<file path="src/rtl/sram_like_pkg.sv">
// Shared types for the SRAM-like bus bridge.
// State encoding and access-size codes.
package sram_like_pkg;

    typedef enum logic [2:0] {
        IDLE,
        ADDR,
        DATA,
        HOLD,
        DRAIN
    } stateT;

    localparam logic [1:0] SZ_BYTE  = 2'd0;
    localparam logic [1:0] SZ_HALF  = 2'd1;
    localparam logic [1:0] SZ_WORD  = 2'd2;
    localparam logic [1:0] SZ_DWORD = 2'd3;

endpackage

</file>
<file path="src/rtl/sram_like_bridge.sv">
// Adapter from the core's single-cycle SRAM port to an SRAM-like
// req/addr_ok/data_ok bus, with flush draining and a watchdog.
module sram_like_bridge
    import sram_like_pkg::*;
#(
    parameter int ADDR_W  = 32,
    parameter int DATA_W  = 32,
    parameter int TIMEOUT = 1024
) (
    input  logic                clk,
    input  logic                rst,
    input  logic                core_en,
    input  logic [DATA_W/8-1:0] core_wen,
    input  logic [1:0]          core_size,
    input  logic [ADDR_W-1:0]   core_addr,
    input  logic [DATA_W-1:0]   core_wdata,
    input  logic                core_flush,
    input  logic                core_pipe_stall,
    output logic [DATA_W-1:0]   core_rdata,
    output logic                core_stall,
    output logic                req,
    output logic                wr,
    output logic [1:0]          size,
    output logic [DATA_W/8-1:0] wstrb,
    output logic [ADDR_W-1:0]   addr,
    output logic [DATA_W-1:0]   wdata,
    input  logic                addr_ok,
    input  logic                data_ok,
    input  logic [DATA_W-1:0]   rdata,
    output logic                bus_err
);

    localparam int CW = (TIMEOUT < 2) ? 1 : $clog2(TIMEOUT + 1);

    stateT           state;
    logic            cancel;
    logic [CW-1:0]   wdCnt;
    logic            accept;
    logic            dropNow;

    assign accept  = core_en && !core_flush;
    assign dropNow = cancel || core_flush;

    assign core_stall = !rst && (
        (state == IDLE && accept) ||
        state == ADDR ||
        state == DATA ||
        state == DRAIN);

    always_ff @(posedge clk or posedge rst) begin
        if (rst) begin
            state      <= IDLE;
            cancel     <= 1'b0;
            req        <= 1'b0;
            wr         <= 1'b0;
            size       <= '0;
            wstrb      <= '0;
            addr       <= '0;
            wdata      <= '0;
            core_rdata <= '0;
        end else begin
            unique case (state)
                IDLE: begin
                    if (accept) begin
                        state  <= ADDR;
                        req    <= 1'b1;
                        wr     <= |core_wen;
                        size   <= core_size;
                        wstrb  <= core_wen;
                        addr   <= core_addr;
                        wdata  <= core_wdata;
                        cancel <= 1'b0;
                    end
                end
                ADDR: begin
                    if (core_flush) cancel <= 1'b1;
                    if (addr_ok) begin
                        req <= 1'b0;
                        if (data_ok && dropNow) begin
                            state  <= IDLE;
                            cancel <= 1'b0;
                        end else if (data_ok) begin
                            state <= HOLD;
                            if (!wr) core_rdata <= rdata;
                        end else begin
                            state <= dropNow ? DRAIN : DATA;
                        end
                    end
                end
                DATA: begin
                    // A response arriving with the flush completes the drain.
                    if (core_flush) begin
                        state <= data_ok ? IDLE : DRAIN;
                    end else if (data_ok) begin
                        state <= HOLD;
                        if (!wr) core_rdata <= rdata;
                    end
                end
                HOLD: begin
                    if (core_flush || !core_pipe_stall) state <= IDLE;
                end
                DRAIN: begin
                    if (data_ok) begin
                        state  <= IDLE;
                        cancel <= 1'b0;
                    end
                end
                default: state <= IDLE;
            endcase
        end
    end

    // Watchdog observes only; it never alters the transfer FSM.
    always_ff @(posedge clk or posedge rst) begin
        if (rst) begin
            wdCnt   <= '0;
            bus_err <= 1'b0;
        end else if (TIMEOUT != 0) begin
            if (state == IDLE) begin
                if (accept) wdCnt <= '0;
            end else if (state != HOLD && wdCnt != CW'(TIMEOUT)) begin
                wdCnt <= wdCnt + 1'b1;
                if (wdCnt + 1'b1 == CW'(TIMEOUT)) bus_err <= 1'b1;
            end
        end
    end

    stray_data_ok : assert property (@(posedge clk) disable iff (rst)
        !(data_ok && (state == IDLE || state == HOLD)));

endmodule

</file>
<file path="config.mk">
export PLATFORM = sky130hd
export DESIGN_NAME = sram_like_bridge
export DESIGN_NICKNAME = d
export VERILOG_FILES = /design/src/rtl/sram_like_pkg.sv /design/src/rtl/sram_like_bridge.sv
export SDC_FILE = /design/constraint.sdc
export NUM_CORES = 1
export LEC_CHECK = 0
export ABC_AREA = 0
export CAP_MARGIN = 5
export CORE_ASPECT_RATIO = 1.1
export CORE_UTILIZATION = 40
export CTS_CLUSTER_SIZE = 20
export DETAILED_ROUTE_END_ITERATION = 10
export GPL_TIMING_DRIVEN = 0
export PLACE_DENSITY_LB_ADDON = 0.15
export SLEW_MARGIN = 20
export SYNTH_ARGS = -nofsm -noshare
export SYNTH_HDL_FRONTEND = slang
export SYNTH_SLANG_ARGS = --single-unit
</file>
<file path="constraint.sdc">
create_clock -name clk -period 4.45 [get_ports clk]
set_clock_uncertainty 0.1 [all_clocks]
set_input_delay 0.445 -clock clk [delete_from_list [all_inputs] [get_ports clk]]
set_output_delay 0.445 -clock clk [all_outputs]
set_load 0.005 [all_outputs]
</file>
# Word-level counts from Yosys, hierarchy flattened

Index checks and enable logic that the tools add are counted.
W data, S select, Z words.

Word-level logic and storage cells: 82
Register bits: 120
Output and inout port bits: 106
Input bits: 109

Reductions and logical operators: 26
Eq/ne operators: 14
Bitwise gates (word level): 1
Mux-type cells: 29
Add/sub/neg operators: 1

Operators by type and width:

| cell                    | number |
|---|---|
| $mux W32                | 5 |
| $pmux W32 S2            | 1 |
| $mux W11                | 3 |
| $mux W3                 | 10 |
| $pmux W3 S5             | 1 |
| $ne A2 B2 Y1 const B    | 6 |
| $add A11 B1 Y11 const B | 1 |
| $eq A11 B11 Y1 const B  | 1 |
| $ne A11 B11 Y1 const B  | 1 |
| $reduce_and A3 Y1       | 3 |
| $mux W1                 | 7 |
| $eq A3 B2 Y1 const B    | 2 |
| $reduce_bool A2 Y1      | 3 |
| $logic_and A1 B1 Y1     | 5 |
| $logic_or A1 B1 Y1      | 5 |
| $reduce_and A5 Y1       | 1 |
| $reduce_and A2 Y1       | 2 |
| $reduce_and A4 Y1       | 1 |
| $reduce_or A4 Y1        | 1 |
| $eq A3 B1 Y1 const B    | 1 |
| $eq A3 B3 Y1 const B    | 1 |
| $logic_not A1 Y1        | 3 |
| $logic_not A3 Y1        | 1 |
| $ne A3 B2 Y1 const B    | 1 |
| other kinds (5)         | 5 |

# Logic depth before layout (Yosys ltp)

Word-level depth: 7
Depth in mapped cells: 9
Depth with buffers taken out: 7

# Worst setup path before layout

OpenSTA, ideal clock, no wires.

Kind: register to register
Start: register wdCnt[0]
End: register wdCnt[4]
Arrival time: 1.731 ns
Path slack: 2.545 ns
Path buffers: 1
Cell stages (with the launch flop): 9
Clock period less this slack: 1.905 ns
Setup time: 0.074 ns
Data required time: 4.276 ns
Path through: dfrtp_1 -> inv_1 -> ha_1 -> nor4b_2 -> and3_4 -> or2_4 -> buf_6 -> or3_1 -> o21ai_2

Longest elaborated chain between the ends: 4
Elaborated cells between the ends (all ways): 7
Those cells by class: add/sub (1); eq/ne (1); mux (2); reduce/logical (3)

Ends and longest elaborated chain:

| element                                                                 | line                    | source |
|---|---|---|
| start: declaration                                                      | sram_like_bridge.sv:37  | `logic [CW-1:0] wdCnt;` |
| start signal: assignment                                                | sram_like_bridge.sv:122 | `wdCnt <= wdCnt + 1'b1;` |
| parallel branches: the longest is 4 deep, another holds $add A11 B1 Y11 | -                       |  |

Several ways; the timed one is not identified. The select of a mux whose other input is x is not followed.
A chain may end at the register's enable or synchronous reset.

# Worst setup path after layout

Start: register state[1]
End: output port core_stall

Longest elaborated chain between the ends: 6
Elaborated cells between the ends (all ways): 9
Those cells by class: eq/ne (3); reduce/logical (6)

Ends and longest elaborated chain:

| element                  | line                   | source |
|---|---|---|
| start: declaration       | sram_like_bridge.sv:35 | `stateT state;` |
| start signal: assignment | sram_like_bridge.sv:86 | `state <= dropNow ? DRAIN : DATA;` |
| start signal: assignment | sram_like_bridge.sv:93 | `state <= data_ok ? IDLE : DRAIN;` |
| $logic_not A3 Y1         | sram_like_bridge.sv:45 | `(state == IDLE && accept) \|\|` |
| $logic_and A1 B1 Y1      | sram_like_bridge.sv:45 |  |
| $logic_or A1 B1 Y1       | sram_like_bridge.sv:45 |  |
| $logic_or A1 B1 Y1       | sram_like_bridge.sv:46 | `state == ADDR \|\|` |
| $logic_or A1 B1 Y1 *     | sram_like_bridge.sv:47 | `state == DATA \|\|` |
| $logic_and A1 B1 Y1 *    | sram_like_bridge.sv:44 | `assign core_stall = !rst && (` |
| end: declaration         | sram_like_bridge.sv:20 | `output logic core_stall,` |

Every way passes the cells marked *; elsewhere a longest branch is shown, timed or not.

==> summary.txt <==
Synth
  – Share of Yosys cell area claimed by the top area cell type: between 50% and 60%
  – Leading register cell type out of synthesis: sky130_fd_sc_hd__dfrtp_1
  – Net Count, Synth: 480
  – Mean cell area of the mapped netlist: about 14 um2
  – YS warnings: 0
  – Cells taking the most area after synthesis: sky130_fd_sc_hd__dfrtp_1, sky130_fd_sc_hd__mux2_2, sky130_fd_sc_hd__mux2_1
  – Number of enable flip-flop cells after synthesis: 0
  – Most used standard cells in the synthesized netlist: sky130_fd_sc_hd__dfrtp_1, sky130_fd_sc_hd__mux2_2, sky130_fd_sc_hd__mux2_1
  – Most frequently used cell type in the post-synthesis netlist: sky130_fd_sc_hd__dfrtp_1
  – Cell variety after synth: between 40 and 50
  – Post-Synthesis Cells: between 300 and 400
  – Async SR Flop Fraction: 100%
  – Biggest area consumer among synthesized cells: sky130_fd_sc_hd__dfrtp_1
  – Sequential share of the synthesized area: 59.0%
  – Post-synth design cell area: approximately 0.005 mm2
  – Number of synthesized register bits: 120

Pwr
  – Clock group share of total power: 27.5%
  – Switching fraction of total power: between 20% and 30%
  – Power density relative to cell area: a little over 700 mW/mm2
  – Combinational cell fraction of total power: roughly 40%
  – Static leakage: ~3.5 nW
  – Int Pwr: 4.18 mW
  – Sequential power share: between 30% and 40%
  – Switching power of the nets: 1.56 mW
  – Max IR drop VDD: slightly below 0.4 mV

Setup path
  – CP Max Fanout: 10
  – Required arrival time at the worst endpoint: 3900 ps
  – Register-to-Register Path Depth: 7
  – Setup crit end kind: output pin
  – Startpoint class of the critical path: flop
  – Category of the critical setup timing path: flop to output pin
  – Data arrival time of the critical path: about 2500 ps

Clock network
  – Post-cts resize count: 0
  – TritonCTS Sinks: 120
  – Clock transition time at the flip-flop clock pins of the worst setup and hold paths: 60 ps
  – Hold buffer count at cts: 0
  – Clk buf depth: 2
  – Number of buffers inserted during clock tree synthesis: 17
  – TritonCTS clock tree: built
  – H-tree depth: 4
  – Setup Fix Bufs, Post-CTS: 0
  – Clock root buffer: sky130_fd_sc_hd__clkbuf_16
  – Source-to-sink clock delay at the later pin of the worst-skew pair: around 410 ps

Routing
  – DRT Pass-1 Iters: 4
  – Drt drc: 0
  – Number of nets with antenna violations after routing: 0
  – Vias: a little under 4000
  – Wl on met1: approximately 4700 um
  – Ratio of routed vias to standard cells: around 5.0
  – Final wirelength: approximately 13000 um
  – Total length of routed met3 wires: between 1000 and 1500 um
  – Wirelength per Cell: around 17 um
  – Routed length on met2: roughly 6700 um
  – Number of violations reported at the end of detailed-routing iteration 0: around 170
  – Top layer used by detailed routing: met4

Timing
  – Worst-case headroom to the max-slew limit: between 70% and 80%
  – Final-layout setup total negative slack: 0 ps
  – Fmax: between 300 and 400 MHz
  – Final hold viol count: 0
  – Final Critical Period: about 3000 ps
  – Max Transition Viols Final: 0
  – Setup repair after global routing missed its margin: false
  – Number of setup violations in the final report: 0
  – Worst-margin pin slew: about 430 ps
  – Share of the cycle needed by the critical path after routing: about two thirds

Place
  – Number of buffers inserted by port buffering: ~210
  – Placed instance count: approximately 740
  – Placed wire-length estimate after detailed placement: approximately 9700 um
  – Routability Congestion: about 0.87
  – Dpl cell area: 0.00745 mm2

Global route
  – Overall global routing resource usage: 21.3%
  – Via count of the first global-routing pass: about 4200
  – Total grt overflow: 0
  – First-pass GRT wire length: slightly above 20000 um
  – Pin count of the biggest net entering global routing: 76
  – Number of antenna violations at the first check in global routing: 1

Layout
  – Signed area change from the synthesized netlist to the final layout: 59.9%
  – Final cell area excluding filler cells: roughly 0.008 mm2
  – Layout net count: 713
  – Final cell count without fillers: 769
  – Share of final-layout standard cells stronger than drive strength 1: a little under a quarter
  – Filler cell count in the final layout: roughly 960

Die
  – Starting density of the core: 41.7%
  – Die W: between 100 and 150 um
  – Floorplan die height: around 120 um
  – Num ports: between 200 and 250
  – Core ar.: 0.0122 mm2
  – Number of rows in the core area: 42
  – Full die area: 0.0132 mm2

Min path
  – Tightest Hold Check Type: input port to async pin

Flow run
  – Number of maximum-capacitance violations: 0

Status
  – Result of the run: finished, final reports clean
[through the flow]
| stage | util (%) | power, mW | hold WS [ps] | setup WS (ps) |
|---|---|---|---|---|
| after floorplan | - | 2.85 | 363 | 719 |
| after global placement | 60.8 | 4.13 | 363 | -1030 |
| after detailed placement | 61.1 | 4.20 | 366 | 1620 |
| after CTS | 66.7 | 5.82 | 366 | 1360 |
| after global routing | 66.7 | 6.07 | 400 | 1260 |
| final | 66.7 | 5.74 | 365 | 1410 |
[layout make-up]
class                   instances  area [um2]  area share [%]
inverters                       8        35.0           0.431
multi-input cells             221        1920            23.6
repair buffers                214        2160            26.5
clock buffers                  20         467            5.74
plain buffers                  19         133            1.63
diodes                          1        2.50          0.0308
well taps                     154         193            2.37
flip-flops and latches        120        3000            36.9
clock inverters                12         220            2.71
[flip-flops by register name, summed over array words and instances (netlist names)]
| name | count |
|---|---|
| size | 2 |
| wdCnt | 11 |
| core_rdata | 32 |
| state | 3 |
| wr | 1 |
| req | 1 |
| wstrb | 4 |
| bus_err | 1 |
| addr | 32 |
| wdata | 32 |
| cancel | 1 |
[placed cells by master, fill, tap and decap left out, types with 5 or more instances in the layout]
master                            count
sky130_fd_sc_hd__a21o_1               5
sky130_fd_sc_hd__a21oi_1             10
sky130_fd_sc_hd__buf_2                9
sky130_fd_sc_hd__buf_6                5
sky130_fd_sc_hd__bufinv_16            6
sky130_fd_sc_hd__clkbuf_16           17
sky130_fd_sc_hd__clkdlybuf4s50_1    213
sky130_fd_sc_hd__dfrtp_1            120
sky130_fd_sc_hd__inv_1                7
sky130_fd_sc_hd__mux2_1              27
sky130_fd_sc_hd__mux2_2              77
sky130_fd_sc_hd__nand2_1              8
sky130_fd_sc_hd__nand3_1              9
sky130_fd_sc_hd__nor2_1              12
sky130_fd_sc_hd__o21ai_0             10
[worst max-delay path, stage by stage (launching register included)]
cell and delay, ps:
sky130_fd_sc_hd__dfrtp_1 390, sky130_fd_sc_hd__clkbuf_1 220, sky130_fd_sc_hd__nor2_1 140, sky130_fd_sc_hd__nand3_1 320, sky130_fd_sc_hd__buf_2 330, sky130_fd_sc_hd__a21oi_1 150
sky130_fd_sc_hd__clkdlybuf4s50_1 520
[cells by family (layout without fill, tap and decap cells)]
kind of cell / Yosys count / after routing / synth area share (%)
AOI/OAI and AO/OA: 41 / 41 / 5.16
xor gates and xnor gates: 4 / 4 / 0.689
adders and majority gates: 3 / 3 / 0.738
buffers and inverters: 27 / 273 / 3.20
DFF: 120 / 120 / 59.0
muxes: 106 / 106 / 23.4
other: 0 / 1 / 0
and+or+nand+nor: 67 / 67 / 7.79
[final timing paths]
check	end	startpoint	slack, ps
worst max-delay path	core_stall	state[1]	1410
worst min-delay path	addr[1]	rst	370
worst max register to register	wdCnt[2]	state[1]	2350
worst min register to register	bus_err	bus_err	380
max in group asynchronous	core_rdata[11]	rst	3180
min in group clk	bus_err	bus_err	380
[power groups by stage]
| stage | sequential (mW) | combinational [mW] | clock (mW) |
|---|---|---|---|
| 2_1_floorplan | 1.93 | 0.917 | 0 |
| 3_3_place_gp | 1.90 | 2.23 | 0 |
| 3_5_place_dp | 1.93 | 2.27 | 0 |
| 4_1_cts | 1.92 | 2.29 | 1.61 |
| 5_1_grt | 1.98 | 2.44 | 1.65 |
| 6_report | 1.91 | 2.25 | 1.58 |
[per-layer routing]
| metal | vias up | track usage, % |
|---|---|---|
| met5 | - | 0 |
| li1 | 1771 | - |
| met1 | 1923 | 23.0 |
| met4 | 0 | 11.0 |
| met3 | 27 | 9.87 |
| met2 | 154 | 34.4 |
(Power assumes the default switching activity.)
